[src/rtl/nor_logic_pipe_if.sv]
// Operand/result handshake bundle for nor_logic_pipe.
// slave is the unit's view, master is the source/consumer view.
interface nor_logic_pipe_if #(
    parameter int W = 8
);
    logic         in_valid;
    logic         in_ready;
    logic [W-1:0] a;
    logic [W-1:0] b;
    logic [2:0]   op;
    logic         out_valid;
    logic         out_ready;
    logic [W-1:0] y;

    modport slave (
        input  in_valid, a, b, op, out_ready,
        output in_ready, out_valid, y
    );

    modport master (
        output in_valid, a, b, op, out_ready,
        input  in_ready, out_valid, y
    );
endinterface

[src/rtl/nor_logic_pipe.sv]
// W-bit, 8-function logic unit built purely from 2-input NOR cells, STAGES-deep pipeline.
// Define NOR_LOGIC_PIPE_FLAGS_EN to add registered zero/parity outputs.
module nor_logic_bit (
    input  logic       a,
    input  logic       b,
    input  logic [7:0] sel,
    output logic       y
);
    function automatic logic nor2(input logic x, input logic z);
        return (x | z) ? 1'b0 : 1'b1;
    endfunction
    function automatic logic and2(input logic x, input logic z);
        return nor2(nor2(x, x), nor2(z, z));
    endfunction
    function automatic logic or2(input logic x, input logic z);
        return nor2(nor2(x, z), nor2(x, z));
    endfunction

    logic [7:0] f;
    logic       na, nb, nab, xn, acc;

    always_comb begin
        na   = nor2(a, a);
        nb   = nor2(b, b);
        nab  = nor2(a, b);
        xn   = nor2(nor2(a, nab), nor2(b, nab));
        f[0] = nor2(na, nb);
        f[1] = nor2(nab, nab);
        f[2] = nor2(f[0], f[0]);
        f[3] = nab;
        f[4] = nor2(xn, xn);
        f[5] = xn;
        f[6] = na;
        f[7] = a;
        // AND-OR mux against the one-hot select
        acc = 1'b0;
        for (int k = 0; k < 8; k++) acc = or2(acc, and2(sel[k], f[k]));
        y = acc;
    end
endmodule

module nor_logic_pipe #(
    parameter int W      = 8,
    parameter int STAGES = 2,
    parameter int CW     = 16
) (
    input  logic          clk,
    input  logic          rst,
    nor_logic_pipe_if.slave bus,
`ifdef NOR_LOGIC_PIPE_FLAGS_EN
    output logic          zero,
    output logic          parity,
`endif
    output logic [CW-1:0] done_count
);
    function automatic logic nor2(input logic x, input logic z);
        return (x | z) ? 1'b0 : 1'b1;
    endfunction
    function automatic logic and2(input logic x, input logic z);
        return nor2(nor2(x, x), nor2(z, z));
    endfunction

    logic [7:0]                sel;
    logic [2:0]                nop, lit;
    logic [W-1:0]              f;
    logic [STAGES:1]           vld_pipe;
    logic [STAGES:1][W-1:0]    dat_pipe;
    logic                      adv;

    // One-hot decode of op, shared by every bit slice
    always_comb begin
        sel = '0;
        lit = '0;
        for (int i = 0; i < 3; i++) nop[i] = nor2(bus.op[i], bus.op[i]);
        for (int k = 0; k < 8; k++) begin
            for (int i = 0; i < 3; i++) lit[i] = k[i] ? bus.op[i] : nop[i];
            sel[k] = and2(and2(lit[0], lit[1]), lit[2]);
        end
    end

    for (genvar i = 0; i < W; i++) begin : g_bit
        nor_logic_bit u_bit (
            .a   (bus.a[i]),
            .b   (bus.b[i]),
            .sel (sel),
            .y   (f[i])
        );
    end

    assign adv           = bus.out_ready || !vld_pipe[STAGES];
    assign bus.in_ready  = adv;
    assign bus.out_valid = vld_pipe[STAGES];
    assign bus.y         = dat_pipe[STAGES];

    always_ff @(posedge clk) begin
        if (rst) begin
            vld_pipe   <= '0;
            dat_pipe   <= '0;
            done_count <= '0;
        end else begin
            if (adv) begin
                vld_pipe[1] <= bus.in_valid;
                dat_pipe[1] <= f;
                for (int s = 2; s <= STAGES; s++) begin
                    vld_pipe[s] <= vld_pipe[s-1];
                    dat_pipe[s] <= dat_pipe[s-1];
                end
            end
            if (vld_pipe[STAGES] && bus.out_ready) done_count <= done_count + CW'(1);
        end
    end

`ifdef NOR_LOGIC_PIPE_FLAGS_EN
    function automatic logic xor2(input logic x, input logic z);
        logic n, xn;
        n  = nor2(x, z);
        xn = nor2(nor2(x, n), nor2(z, n));
        return nor2(xn, xn);
    endfunction

    logic [W-1:0] last_in;
    logic         any1, par, zero_nxt, zero_q, parity_q;

    // Flags are computed from whatever is about to enter the final stage
    if (STAGES == 1) begin : g_last1
        assign last_in = f;
    end else begin : g_lastn
        assign last_in = dat_pipe[STAGES-1];
    end

    always_comb begin
        any1 = 1'b0;
        par  = 1'b0;
        for (int i = 0; i < W; i++) begin
            any1 = nor2(nor2(any1, last_in[i]), nor2(any1, last_in[i]));
            par  = xor2(par, last_in[i]);
        end
        zero_nxt = nor2(any1, any1);
    end

    always_ff @(posedge clk) begin
        if (rst) begin
            zero_q   <= 1'b0;
            parity_q <= 1'b0;
        end else if (adv) begin
            zero_q   <= zero_nxt;
            parity_q <= par;
        end
    end

    assign zero   = and2(zero_q, vld_pipe[STAGES]);
    assign parity = and2(parity_q, vld_pipe[STAGES]);
`endif
endmodule

[src/flat_wrapper.sv]
// flat-port wrapper written by rule: the top's interface ports become plain ports
module nor_logic_pipe_flat 
#(
    parameter int W      = 8,
    parameter int STAGES = 2,
    parameter int CW     = 16
)
  (clk, rst, done_count, bus_in_valid, bus_a, bus_b, bus_op, bus_out_ready, bus_in_ready, bus_out_valid, bus_y);
  nor_logic_pipe_if #(.W(W)) bus_i ();
  input  logic clk;
  input  logic rst;
  output logic [CW-1:0] done_count;
  input wire logic [$bits(bus_i.in_valid)-1:0] bus_in_valid;
  input wire logic [$bits(bus_i.a)-1:0] bus_a;
  input wire logic [$bits(bus_i.b)-1:0] bus_b;
  input wire logic [$bits(bus_i.op)-1:0] bus_op;
  input wire logic [$bits(bus_i.out_ready)-1:0] bus_out_ready;
  output wire logic [$bits(bus_i.in_ready)-1:0] bus_in_ready;
  output wire logic [$bits(bus_i.out_valid)-1:0] bus_out_valid;
  output wire logic [$bits(bus_i.y)-1:0] bus_y;
  assign bus_i.in_valid = bus_in_valid;
  assign bus_i.a = bus_a;
  assign bus_i.b = bus_b;
  assign bus_i.op = bus_op;
  assign bus_i.out_ready = bus_out_ready;
  assign bus_in_ready = bus_i.in_ready;
  assign bus_out_valid = bus_i.out_valid;
  assign bus_y = bus_i.y;
  nor_logic_pipe #(.W(W), .STAGES(STAGES), .CW(CW)) u_core (.clk(clk), .rst(rst), .bus(bus_i), .done_count(done_count));
endmodule
[config.mk]
export PLATFORM = sky130hd
export DESIGN_NAME = nor_logic_pipe_flat
export DESIGN_NICKNAME = d
export VERILOG_FILES = /design/src/rtl/nor_logic_pipe_if.sv /design/src/rtl/nor_logic_pipe.sv /design/src/flat_wrapper.sv
export SDC_FILE = /design/constraint.sdc
export NUM_CORES = 1
export LEC_CHECK = 0
export CAP_MARGIN = 15
export CORE_MARGIN = 2
export CORE_UTILIZATION = 54
export CTS_CLUSTER_DIAMETER = 100
export CTS_CLUSTER_SIZE = 20
export DETAILED_ROUTE_END_ITERATION = 12
export GPL_TIMING_DRIVEN = 0
export PLACE_DENSITY_LB_ADDON = 0.2
export SLEW_MARGIN = 10
export SYNTH_ARGS = -nofsm -noshare
export SYNTH_HDL_FRONTEND = slang
export SYNTH_SLANG_ARGS = --single-unit
[constraint.sdc]
create_clock -name clk -period 4.33 [get_ports clk]
set_input_delay 0.6495 -clock clk [delete_from_list [all_inputs] [get_ports clk]]
set_output_delay 0.6495 -clock clk [all_outputs]
set_load 0.1 [all_outputs]
==> results.rst <==
.. list-table::
   :header-rows: 1

   * - Metric
     - Value
   * - Run status
     - complete, no violations
   * - Async set-reset flop share out of synthesis
     - 0
   * - Compound-Gate Fraction of Synth Area
     - 0.115
   * - Effective utilization at floorplan
     - 0.556
   * - Cts bufs inserted
     - 5
   * - Vertical die dimension
     - 67.7 um
   * - Initial DRC Count
     - 123
   * - CTS Buffer Depth
     - 2
   * - Combinational family with the most area after synthesis
     - simple AND/OR/NAND/NOR gates
   * - Drt total wl
     - 4340 um
   * - Net count of the mapped netlist
     - 306
   * - Achievable frequency
     - 0.274 GHz
   * - Distinct cells, synth
     - 44
   * - Average instance area after synthesis
     - 8.25 um2
   * - Final #Nets
     - 359
   * - Multi-input gate area
     - 0.00129 mm2
   * - Final weighted congestion in routability-driven placement
     - 0.769
   * - CP arrival
     - 3.00 ns
   * - Simple-gate area share of the yosys netlist
     - 0.252
   * - Floorplan core area
     - 0.00394 mm2
   * - Root buffer selected by CTS
     - sky130_fd_sc_hd__clkbuf_8
   * - Arithmetic-cell share of the synthesized area counting full adders, half adders and majority gates
     - 0.0970
   * - Final Critical Period
     - 3.65 ns
   * - Power density normalized to cell area
     - 282 mW/mm2
   * - Parity-gate share of the synthesized area counting xor and xnor cells
     - 0.0918
   * - Pin slew with the least headroom to its limit
     - 0.970 ns
   * - Class of the most critical setup path
     - in2out
   * - Overall die area
     - 0.00459 mm2
   * - HP Class
     - reg2reg
   * - Post-cts sizing count
     - 0
   * - Max transition margin
     - 0.352
   * - Total overflow reported by the global router
     - 0
   * - First-pass iteration count of the detailed router
     - 4
   * - VDD IR-drop max
     - 0.000128 V
   * - P_leak
     - 1.16 nW
   * - Detailed-placement wirelength estimate
     - 3370 um
   * - Beginning of the critical path
     - bus_out_ready
   * - Number of antenna repair diodes
     - 0
   * - Number of maximum-capacitance violations
     - 0
   * - Hold bufs inserted after CTS
     - 0
   * - Total GRT Usage
     - 0.204
   * - Clock latency on the worst-skew pair
     - 0.28 ns
   * - Average routed wire per standard cell
     - 11.7 um
   * - Share of the yosys chip area belonging to registers
     - 0.310
   * - Final Cycle Share
     - 0.842
   * - Number of cells produced by synthesis
     - 266
   * - Critical Path End Type
     - primary output
   * - Proportion of synthesized area in mux cells
     - 0.0331
   * - Summed negative setup slack over all endpoints
     - 0 ns
   * - Length in cells of the worst reg-to-reg path
     - 4
   * - CTS H-Tree Depth
     - 2
   * - Number of antenna violations at the first check in global routing
     - 0
   * - Number of clock sinks seen by CTS
     - 34
   * - # IOs
     - 49
   * - Netlist area before placement
     - 0.00219 mm2
   * - DRC violation count after routing
     - 0
   * - Clock slew seen by the registers of the worst setup and hold paths
     - 0.07 ns
   * - Number of vias after detailed routing
     - 1880
   * - RSZ-0062 raised after global routing
     - no
   * - Row cnt
     - 23
   * - Reg2Reg Launch Point
     - u_core.done_count[5]$_SDFFE_PP0P_
   * - Main synth FF type
     - sky130_fd_sc_hd__dfxtp_1
   * - Area of all sequential standard cells
     - 681 um2
   * - Capturing instance or port of the critical path
     - bus_in_ready
   * - Pin count of the biggest net entering global routing
     - 11
   * - Required time at the worst-slack endpoint
     - 3.68 ns
   * - Max Fanout on Critical Path
     - 10
   * - Fraction of layout cells with a size suffix above 1
     - 0.125
   * - Growth of design area from synthesis to finish
     - 28.9%
   * - R2r setup slk
     - 2.70 ns
   * - IO Port Bufs
     - 46
   * - Register bit total from synthesis
     - 34
   * - Max-slew violation count
     - 0
   * - Post-synth EDFFs
     - 0
   * - Worst reg2reg path endpoint
     - u_core.done_count[15]$_SDFFE_PP0P_
   * - Vias per Instance
     - 5.08
   * - Startpoint of the lowest-slack hold path
     - u_core.bus.y[1]$_SDFFE_PP0P_
   * - Yosys synthesis warning count
     - 0
   * - Number of antenna-violating nets in the routed design
     - 0
   * - Finish-stage setup viols
     - 0
   * - Hold_ws
     - 0.453 ns
   * - Hold Violations, Final
     - 0
   * - Startpoint types
     - primary input
   * - Layout filler cell count
     - 325
   * - Number of global-route vias before repair
     - 1674
   * - Number of buffers inserted to repair setup after CTS
     - 0
   * - Floorplan die width
     - 67.7 um
   * - Global-route wire length before repair
     - 7130 um
   * - Clock skew after layout
     - 0.00214 ns
   * - CTS tree
     - done
## final cells by class
cell class / count / share of cell area
plain buffers: 18 / 0.0443
flip-flops and latches: 34 / 0.241
well taps: 50 / 0.0221
multi-input cells: 189 / 0.457
clock buffers: 8 / 0.0390
inverters: 25 / 0.0341
repair buffers: 46 / 0.163
## how the worst min path moves through the flow
| stage | end | slack (ns) | cells after the start |
|---|---|---|---|
| after detailed placement | u_core.bus.y[1]$_SDFFE_PP0P_ | 0.45 | 2 |
| after CTS | u_core.bus.y[1]$_SDFFE_PP0P_ | 0.45 | 2 |
| after floorplan | u_core.bus.y[0]$_SDFFE_PP0P_ | 0.43 | 2 |
| after global placement | u_core.bus.y[2]$_SDFFE_PP0P_ | 0.44 | 2 |
| final | u_core.bus.y[1]$_SDFFE_PP0P_ | 0.45 | 2 |
| after global routing | u_core.vld_pipe[1]$_SDFFE_PP0P_ | 0.48 | 2 |
## critical path, cell delays in order
cell                              delay, ns
sky130_fd_sc_hd__clkdlybuf4s50_1       0.61
sky130_fd_sc_hd__and2b_4               0.27
sky130_fd_sc_hd__inv_4                 0.10
sky130_fd_sc_hd__buf_2                 0.20
sky130_fd_sc_hd__clkdlybuf4s50_1       1.16
## layer usage
layer / part of all wire / track usage / vias up / wire, um
met4: 0.012 / 0.0689 / 0 / 53
met5: 0 / 0 / - / 0
li1: - / - / 979 / -
met1: 0.46 / 0.250 / 849 / 1990
met2: 0.49 / 0.347 / 47 / 2110
met3: 0.045 / 0.0483 / 5 / 196
## cell families (layout without fill, tap and decap cells)
logic type,Yosys count,in the layout
compound gates,35,35
xor+xnor,23,23
fa+ha+maj,17,17
buf+inv,43,97
flops,34,34
mux,7,7
simple gates,107,107
## synthesized netlist by cell type, types with 2 or more instances
master | number | area share
sky130_fd_sc_hd__dfxtp_1 | 34 | 0.31
sky130_fd_sc_hd__nor2_1 | 34 | 0.058
sky130_fd_sc_hd__nand2_1 | 25 | 0.043
sky130_fd_sc_hd__inv_1 | 23 | 0.039
sky130_fd_sc_hd__a21oi_1 | 20 | 0.046
sky130_fd_sc_hd__xnor2_1 | 18 | 0.072
sky130_fd_sc_hd__ha_1 | 17 | 0.097
sky130_fd_sc_hd__nor3_1 | 10 | 0.023
sky130_fd_sc_hd__buf_4 | 9 | 0.031
sky130_fd_sc_hd__and3_1 | 5 | 0.014
sky130_fd_sc_hd__mux2i_1 | 5 | 0.023
sky130_fd_sc_hd__nand3_1 | 5 | 0.011
sky130_fd_sc_hd__xor2_1 | 5 | 0.020
sky130_fd_sc_hd__a2111oi_2 | 4 | 0.027
sky130_fd_sc_hd__and2_1 | 4 | 0.011
sky130_fd_sc_hd__clkbuf_1 | 4 | 0.0068
sky130_fd_sc_hd__a2111oi_1 | 3 | 0.014
sky130_fd_sc_hd__buf_6 | 3 | 0.015
sky130_fd_sc_hd__nor3b_1 | 3 | 0.010
sky130_fd_sc_hd__nor4_2 | 3 | 0.017
sky130_fd_sc_hd__mux2_1 | 2 | 0.010
sky130_fd_sc_hd__nand2b_1 | 2 | 0.0057
sky130_fd_sc_hd__nand3_2 | 2 | 0.0091
sky130_fd_sc_hd__nand4_2 | 2 | 0.011
sky130_fd_sc_hd__nor2_2 | 2 | 0.0057
sky130_fd_sc_hd__nor2b_1 | 2 | 0.0057
sky130_fd_sc_hd__o21ai_0 | 2 | 0.0046
sky130_fd_sc_hd__or2_0 | 2 | 0.0057
## per-stage QoR
stage | std cells | power, mW | area, um2 | worst slack (ns) | util
final | 370 | 0.797 | 2830 | 0.682 | 0.717
after global placement | 362 | 0.529 | 2720 | 0.704 | 0.689
after global routing | 370 | 0.829 | 2830 | 0.612 | 0.717
after floorplan | 266 | 0.479 | 2190 | 1.93 | -
after detailed placement | 362 | 0.533 | 2720 | 0.704 | 0.689
after CTS | 370 | 0.801 | 2830 | 0.679 | 0.717
## cell usage in the layout (no fill, tap or decap), types with 4 or more instances in the layout
| master | Yosys | routed |
|---|---|---|
| sky130_fd_sc_hd__a21oi_1 | 20 | 20 |
| sky130_fd_sc_hd__nor3_1 | 10 | 10 |
| sky130_fd_sc_hd__clkdlybuf4s50_1 | 0 | 46 |
| sky130_fd_sc_hd__dfxtp_1 | 34 | 34 |
| sky130_fd_sc_hd__nand2_1 | 25 | 25 |
| sky130_fd_sc_hd__xnor2_1 | 18 | 18 |
| sky130_fd_sc_hd__nor2_1 | 34 | 34 |
| sky130_fd_sc_hd__clkbuf_1 | 4 | 4 |
| sky130_fd_sc_hd__xor2_1 | 5 | 5 |
| sky130_fd_sc_hd__nand3_1 | 5 | 5 |
| sky130_fd_sc_hd__clkbuf_8 | 0 | 8 |
| sky130_fd_sc_hd__ha_1 | 17 | 17 |
| sky130_fd_sc_hd__inv_1 | 23 | 23 |
| sky130_fd_sc_hd__buf_4 | 9 | 9 |
| sky130_fd_sc_hd__mux2i_1 | 5 | 5 |
| sky130_fd_sc_hd__and3_1 | 5 | 5 |
| sky130_fd_sc_hd__a2111oi_2 | 4 | 4 |
| sky130_fd_sc_hd__and2_1 | 4 | 4 |
## power breakdown
part | switching [mW] | leakage (nW) | internal (mW) | total (mW)
Combinational | 0.113 | 0.828 | 0.0767 | 0.190
Sequential | 0.00939 | 0.278 | 0.328 | 0.337
Clock | 0.109 | 0.0575 | 0.160 | 0.270
Total | 0.232 | 1.16 | 0.565 | 0.796
## flip-flops by register name (all words and copies together), names as in the netlist
| register | count |
|---|---|
| u_core.done_count | 16 |
| u_core.vld_pipe | 2 |
| u_core.dat_pipe | 8 |
| u_core.bus.y | 8 |
Power figures use the tool's default switching activity.
